**config.mk**
```make
export PLATFORM = sky130hd
export DESIGN_NAME = fwd_hazard_unit
export DESIGN_NICKNAME = d
export VERILOG_FILES = /design/src/rtl/fwd_hazard_unit.sv
export SDC_FILE = /design/constraint.sdc
export NUM_CORES = 1
export LEC_CHECK = 0
export ABC_AREA = 1
export CAP_MARGIN = 20
export CORE_MARGIN = 2
export CORE_UTILIZATION = 42
export CTS_CLUSTER_DIAMETER = 80
export DETAILED_ROUTE_END_ITERATION = 8
export GPL_TIMING_DRIVEN = 0
export PLACE_DENSITY = 0.87
export REMOVE_ABC_BUFFERS = 1
export SETUP_SLACK_MARGIN = 0.4
export SLEW_MARGIN = 40
export SYNTH_ARGS = -nofsm -noshare
export SYNTH_HDL_FRONTEND = slang
export SYNTH_SLANG_ARGS = --single-unit
```
**constraint.sdc**
```tcl
create_clock -name clk -period 4 [get_ports clk]
set_clock_uncertainty 0.2 [all_clocks]
set_input_delay 0.8 -clock clk [delete_from_list [all_inputs] [get_ports clk]]
set_output_delay 0.8 -clock clk [all_outputs]
set_load 0.01 [all_outputs]
```
**src/rtl/fwd_hazard_unit.sv**
```systemverilog
// -----------------------------------------------------------------------------
// fwd_hazard_unit
//
// Purpose:
//    Operand-forwarding and load-use hazard detection for the 5-stage RV32I
//    pipeline. The unit keeps its own shadow copy of the destination/control
//    bits of the instructions sitting in EX, MEM and WB. It advances those
//    copies in lock-step with the real pipeline registers, so it needs nothing
//    from the datapath except the decoded ID fields and the flush strobe.
//
//    The forwarding selects are registered. They are computed while the
//    consumer is in ID and are presented while that consumer is in EX.
//
//    Select encoding (ex_fwd_a / ex_fwd_b):
//       00 = register file
//       01 = MEM/WB result (MEM hazard)
//       10 = EX/MEM result (EX hazard)
//       11 = never driven (fourth mux input reserved)
//
// Ports:
//    clk          in   core clock, rising edge
//    rst          in   synchronous reset, active-high
//    id_valid     in   ID stage holds a real instruction
//    id_rs1       in   source register 1 of the ID instruction
//    id_rs2       in   source register 2 of the ID instruction
//    id_use_rs1   in   ID instruction reads rs1
//    id_use_rs2   in   ID instruction reads rs2
//    id_rd        in   destination register of the ID instruction
//    id_regwrite  in   ID instruction writes rd
//    id_memread   in   ID instruction is a load
//    flush        in   taken branch/jump: kill the ID and EX instructions
//    ex_fwd_a     out  forwarding select, operand A of the EX instruction
//    ex_fwd_b     out  forwarding select, operand B / store data of EX
//    stall        out  load-use stall (combinational)
//    stall_count  out  stall cycles since reset
//
// Build option:
//    HAZ_STALL_CNT_EN - when defined, stall_count is a free-running counter
//                       of stall cycles that wraps at all-ones. When it is
//                       undefined, stall_count is tied to zero and no counter
//                       is built.
// -----------------------------------------------------------------------------
module fwd_hazard_unit #(
   parameter int REG_AW   = 5,
   parameter int STALL_CW = 32
) (
   input  logic                clk,
   input  logic                rst,
   input  logic                id_valid,
   input  logic [REG_AW-1:0]   id_rs1,
   input  logic [REG_AW-1:0]   id_rs2,
   input  logic                id_use_rs1,
   input  logic                id_use_rs2,
   input  logic [REG_AW-1:0]   id_rd,
   input  logic                id_regwrite,
   input  logic                id_memread,
   input  logic                flush,
   output logic [1:0]          ex_fwd_a,
   output logic [1:0]          ex_fwd_b,
   output logic                stall,
   output logic [STALL_CW-1:0] stall_count
);

   // Shadow of one pipeline stage. A bubble is the all-zero value.
   typedef struct packed {
      logic              valid;
      logic [REG_AW-1:0] rd;
      logic              regwrite;
      logic              memread;
   } shadow_t;

   localparam shadow_t BUBBLE = '0;

   shadow_t r_ex;
   shadow_t r_mem;
   shadow_t r_wb;

   logic [1:0] r_fwd_a;
   logic [1:0] r_fwd_b;

   // ID fields packed into shadow form. An invalid ID slot enters EX as a
   // clean bubble, so every field of an invalid stage is always zero.
   shadow_t w_id_shadow;

   assign w_id_shadow = id_valid ? '{valid:    1'b1,
                                     rd:       id_rd,
                                     regwrite: id_regwrite,
                                     memread:  id_memread}
                                 : BUBBLE;

   // Per-operand hazard detection. Operand 0 is rs1/A and operand 1 is rs2/B.
   logic [REG_AW-1:0] w_src      [2];
   logic              w_use      [2];
   logic [1:0]        w_ex_hit;
   logic [1:0]        w_mem_hit;
   logic [1:0]        w_fwd_next [2];

   assign w_src[0] = id_rs1;
   assign w_src[1] = id_rs2;
   assign w_use[0] = id_use_rs1;
   assign w_use[1] = id_use_rs2;

   genvar gi;
   generate
      for (gi = 0; gi < 2; gi++) begin : g_opnd
         // A stage "writes r" only for a live, register-writing instruction
         // whose rd is r and is not x0. x0 must never be forwarded.
         assign w_ex_hit[gi]  = id_valid & w_use[gi]
                              & r_ex.valid & r_ex.regwrite
                              & (r_ex.rd == w_src[gi])
                              & (w_src[gi] != '0);

         assign w_mem_hit[gi] = id_valid & w_use[gi]
                              & r_mem.valid & r_mem.regwrite
                              & (r_mem.rd == w_src[gi])
                              & (w_src[gi] != '0);

         // The most recent producer wins. After the edge, the pre-edge EX
         // instruction sits in EX/MEM and the pre-edge MEM instruction sits
         // in MEM/WB.
         assign w_fwd_next[gi] = w_ex_hit[gi]  ? 2'b10 :
                                 w_mem_hit[gi] ? 2'b01 : 2'b00;
      end
   endgenerate

   // Load-use: the EX instruction is a load feeding a used ID operand. The
   // ID instruction cannot be served by forwarding because the data arrives
   // only at the end of MEM. A flush kills the consumer, so no stall is raised.
   assign stall = (w_ex_hit[0] | w_ex_hit[1]) & r_ex.memread & ~flush;

   // Shadow pipeline and registered selects.
   always_ff @(posedge clk) begin
      if (rst) begin
         r_ex    <= BUBBLE;
         r_mem   <= BUBBLE;
         r_wb    <= BUBBLE;
         r_fwd_a <= 2'b00;
         r_fwd_b <= 2'b00;
      end else if (flush) begin
         // The ID and EX instructions are both wrong-path. The one leaving EX
         // must not reach MEM, or it would still be seen as a producer.
         r_ex    <= BUBBLE;
         r_mem   <= BUBBLE;
         r_wb    <= r_mem;
         r_fwd_a <= 2'b00;
         r_fwd_b <= 2'b00;
      end else if (stall) begin
         // ID is held. A bubble goes into EX while the load moves on to MEM.
         r_ex    <= BUBBLE;
         r_mem   <= r_ex;
         r_wb    <= r_mem;
         r_fwd_a <= 2'b00;
         r_fwd_b <= 2'b00;
      end else begin
         r_ex    <= w_id_shadow;
         r_mem   <= r_ex;
         r_wb    <= r_mem;
         r_fwd_a <= w_fwd_next[0];
         r_fwd_b <= w_fwd_next[1];
      end
   end

   // Bubbles and invalid ID slots are all-zero. If a dead WB entry carried
   // stale control bits, the shadow advance logic has been broken.
   always_ff @(posedge clk) begin
      if (!rst && !r_wb.valid) begin
         assert (r_wb.rd == '0 && !r_wb.regwrite && !r_wb.memread);
      end
   end

   assign ex_fwd_a = r_fwd_a;
   assign ex_fwd_b = r_fwd_b;

`ifdef HAZ_STALL_CNT_EN
   logic [STALL_CW-1:0] r_stall_count;

   // Counts every cycle in which a stall is raised. Wraps naturally.
   always_ff @(posedge clk) begin
      if (rst) begin
         r_stall_count <= '0;
      end else if (stall) begin
         r_stall_count <= r_stall_count + STALL_CW'(1);
      end
   end

   assign stall_count = r_stall_count;
`else
   assign stall_count = '0;
`endif

endmodule

```
* After elaboration in Yosys (flattened, before gate mapping) *
Cells that the tools add are included.

cells by class
  reduce and logical (&&, ||, !) cells = 7
  $mul = 0
  add/sub/neg operators = 0
  eq/ne operators = 4
  shifts and indexed selects = 0
  div/mod/pow operators = 0
  $lt $le $gt $ge = 0
  bitwise gates (word level) = 23
  mux-type cells = 5

operators with widths
  operator           number
  $and 1x1->1        20
  $eq 5x5->1         4
  $reduce_or 4->1    3
  $reduce_bool 5->1  2
  $mux 8             1
  $mux 2             2
  $reduce_or 3->1    1
  $mux 1             2
  $not 1->1          2
  $reduce_or 2->1    1
  $or 1x1->1         1

storage, ports and cells
  memory bits (read-only) = 0
  input bits = 23
  bits in latches = 0
  memory bits (writable) = 0
  bits in registers = 19
  output and inout port bits = 37
  memories = 0
  word-level logic and storage cells = 50

* Longest topological paths before layout *
  depth in word-level cells = 9
  gate-level depth with buffers = 11
  gate-level depth less buffers = 11

* Worst setup path before layout *
Ideal clock, no wire load.

  path type = input-to-output
  start point = input port id_use_rs2
  end point = output port stall
  path buffers = 0
  cell stages on the path = 8
  required time = 3.000 ns
  slack = 1.524 ns
  arrival time = 1.476 ns
  cell sequence = nand2_1 -> nor2_1 -> nand2_1 -> nor2_1 -> nand2_1 -> nand2_1 -> nand2_2 -> nor2_1

between the ends
  word-level cells in the longest chain between the ends = 8

ends and longest elaborated chain
  element                   RTL line  text
  from (decl)               53        input logic id_use_rs2,
  $and 1x1->1               108       assign w_ex_hit[gi] = id_valid & w_use[gi]
  $and 1x1->1 (2 in a row)  109       & r_ex.valid & r_ex.regwrite
  $and 1x1->1               110       & (r_ex.rd == w_src[gi])
  $and 1x1->1               111       & (w_src[gi] != '0);
  $or 1x1->1                129       assign stall = (w_ex_hit[0] | w_ex_hit[1]) & r_ex.memread & ~flush;
  $and 1x1->1 (2 in a row)  129
  to (decl)                 60        output logic stall,

Every way passes these cells.

* Worst setup path in the final report *
  start point = input port id_rs1[1]
  end point = output port stall

between the ends
  word-level cells in the longest chain between the ends = 6

ends and longest elaborated chain
  element                       RTL line  text
  from (decl)                   50        input logic [REG_AW-1:0] id_rs1,
  $eq 5x5->1                    110
  $and 1x1->1                   110
  $and 1x1->1 (*)               111
  $or 1x1->1 (*)                129
  $and 1x1->1 (*) (2 in a row)  129

Mark *: on every way between the ends. The rest lies on a longest branch, timed or not.

==> flow_summary.ini <==
[run_status]
outcome = finished clean

[floorplanning]
die_area_um2 = 3214
die_w_um = 56.69
initial_utilization = 0.4341
design.core.area_um2 = 2686
rows = 19
ios = 60
die_h_um = 56.69

[layout]
fin_nets = 225
antenna_cells = 0
area_growth_pct = 18.03
final_layout_size_suffix_gt1_frac = 0.03483
final_core_util = 0.5123
fin_cells = 232

[detailed_routing]
viasPerCell = 4.052
wire_per_inst_um = 8.871
drtPass1Iterations = 6
wl_mm = 2.058
dr.first_iter.drc_count = 21
drc = 0
ant_nets = 0
vias = 940

[critical_path]
crit_cells = 12
crit_arrival_ns = 2.33
r2r_slack_ns = 2.52
critPathKind = in2out
path_delay_family = buffers and inverters
cp-end-kind = output port
cp_slowest_stage_delay_ns = 0.52
path_buf_inv = 4
required_ns = 3.00
critPathSlowestCell = clkdlybuf4s50_1
r2r_cells = 11
timing.critical_path.mode_cell = nand2_1
cp_cell_sequence = clkdlybuf4s50_1, inv_1, nand2_1, nand2_1, inv_1, nand2_1, nor2_1, nand2_1, nand2_1, nand2_2, nor2_1, dlygate4sd2_1
critPathLaunchType = input port
cp_max_fo = 4

[sta]
min_period_ns = 3.330
setup_violations = 0
final_max_slew_viol_count = 0
tns_ns = 0
hold_viol = 0
period_share = 0.8325
rsz0062_at_grt = no
fmax_mhz = 300.3

[power_and_ir_drop]
p_per_area_nw_per_um2 = 258.9
irDropWorstVdd_uv = 137.1
power_frac_comb = 0.189
p_sw_uw = 97.13
power_frac_seq = 0.545
p_int_uw = 259.3
leakagePower_nw = 0.6691
p_clk_frac = 0.266
p_sw_frac = 0.2725

[yosys]
yosys_warnings = 0
synth_top_family_by_area = buffers and inverters
syn_avg_cell_area_um2 = 6.819
synthMuxAreaShare = 0
synth_xor_area_frac = 0.08262
synth.ff_latch_count = 19
synth-simple-area-share = 0.2747
synth_fa_ha_area_frac = 0
synth_compound_area_frac = 0.02039
syn-cell-area_um2 = 1166
synth_cell_types = 17
synthCells = 171
ys_seq_area_frac = 0.3262

[global_route]
antenna_found_initial = 0
grt_pass1_wl_mm = 3.470
track_usage = 0.1408
grt.overflow.total = 0
grt_max_degree = 12
grt_pass1_vias = 861

[place]
dp.cells = 228
routabilityCongestion = 0.8742
port_buffers = 27
dpl.hpwl_mm = 1.722

[cts]
insertion_delay_ns = 0.30
ctsHoldBuffers = 0
cts_tree = built
clock_sinks = 19
cts_buffer_depth = 2
cts_buffers = 3
cts-root-buf = clkbuf_4
cts_htree_levels = 1
clkSlewWorstSetupHoldPaths_ns = 0.10

[min_path]
hold_depth = 2
hold_class = reg2reg

[run]
maxCapViolations = 0
## Yosys cell counts
| master | number | share of area |
|---|---|---|
| nor3_1 | 1 | 0.0043 |
| nand2_2 | 1 | 0.0054 |
| nor2_2 | 1 | 0.0054 |
| xnor2_1 | 11 | 0.083 |
| o22ai_1 | 1 | 0.0054 |
| a21oi_1 | 2 | 0.0086 |
| nand3b_1 | 1 | 0.0064 |
| nand4_1 | 2 | 0.011 |
| o211ai_1 | 1 | 0.0064 |
| inv_1 | 27 | 0.087 |
| nand3_1 | 2 | 0.0086 |
| dfxtp_1 | 19 | 0.33 |
| nand2_1 | 38 | 0.12 |
| conb_1 | 1 | 0.0032 |
| buf_4 | 32 | 0.21 |
| nand3_4 | 1 | 0.015 |
| nor2_1 | 30 | 0.097 |
## power by group through the flow
stage	sequential, mW	combinational, mW	clock, mW
after global routing	0.195	0.0748	0.108
after floorplan	0.198	0.0365	0
final	0.194	0.0674	0.0947
after global placement	0.199	0.0659	0
after CTS	0.194	0.0667	0.0987
after detailed placement	0.199	0.0667	0
## timing repair
item	CTS	global route
buffers inserted	0	0
endpoints found under the setup margin	1	0
gates resized for setup	2	0
## routing by layer
metal / part of all wire / vias to the layer above / routed length (um) / GRT usage
met5: 0 / - / 0 / 0
met4: 0.015 / 0 / 31 / 0.08503
met3: 0.054 / 3 / 111 / 0.02995
met2: 0.52 / 30 / 1069 / 0.2525
met1: 0.41 / 404 / 846 / 0.1481
li1: - / 503 / - / -
## cell usage in the layout (no fill, tap or decap), drive strengths merged, types with 2 or more instances in the layout
cell type and count:
nand2 39, conb 32, nor2 31, inv 27, clkdlybuf4s50 25, dfxtp 19, xnor2 11, clkbuf 3
nand3 3, a21oi 2, nand4 2, dlygate4sd2 2
## worst min-delay path: stages (launching register included)
cell and delay [ns]:
dfxtp_1 0.33, inv_1 0.05, nor2_1 0.03
## per-stage QoR
step	setup slack [ns]	area, um2	hold slack (ns)	total power, mW
floorplan	1.524	1042	0.2084	0.2346
global placement	0.3753	1351	0.2109	0.2645
detailed placement	0.3547	1351	0.2247	0.2654
CTS	0.6612	1376	0.2405	0.3598
global route	0.5087	1376	0.2561	0.3779
finish	0.6702	1376	0.2368	0.3564
## state kept, by name (all words and copies together) (netlist names)
signal / flops
r_ex: 8
r_mem: 7
ex_fwd_a: 2
ex_fwd_b: 2
## area by class of cell
type,instances,area [um2]
multi-input cells,124,560.5
clock inverters,1,5.005
repair buffers,27,267.8
clock buffers,3,22.52
inverters,27,101.3
well taps,31,38.79
flip-flops and latches,19,380.4
fillers,276,1310
## path summary, 6_finish.rpt
path | from | to
worst min register to register | r_ex[7] | r_mem[7]
worst max register to register | r_ex[3] | r_ex[4]
worst min-delay path | r_ex[7] | r_mem[7]
worst max-delay path | id_rs1[1] | stall
## cell families after synthesis
family,Yosys count
DFF,19
AOI/OAI and AO/OA,4
and+or+nand+nor,77
xor gates and xnor gates,11
buffers and inverters,59
other,1
No activity file was read; power rests on OpenSTA's default activity.
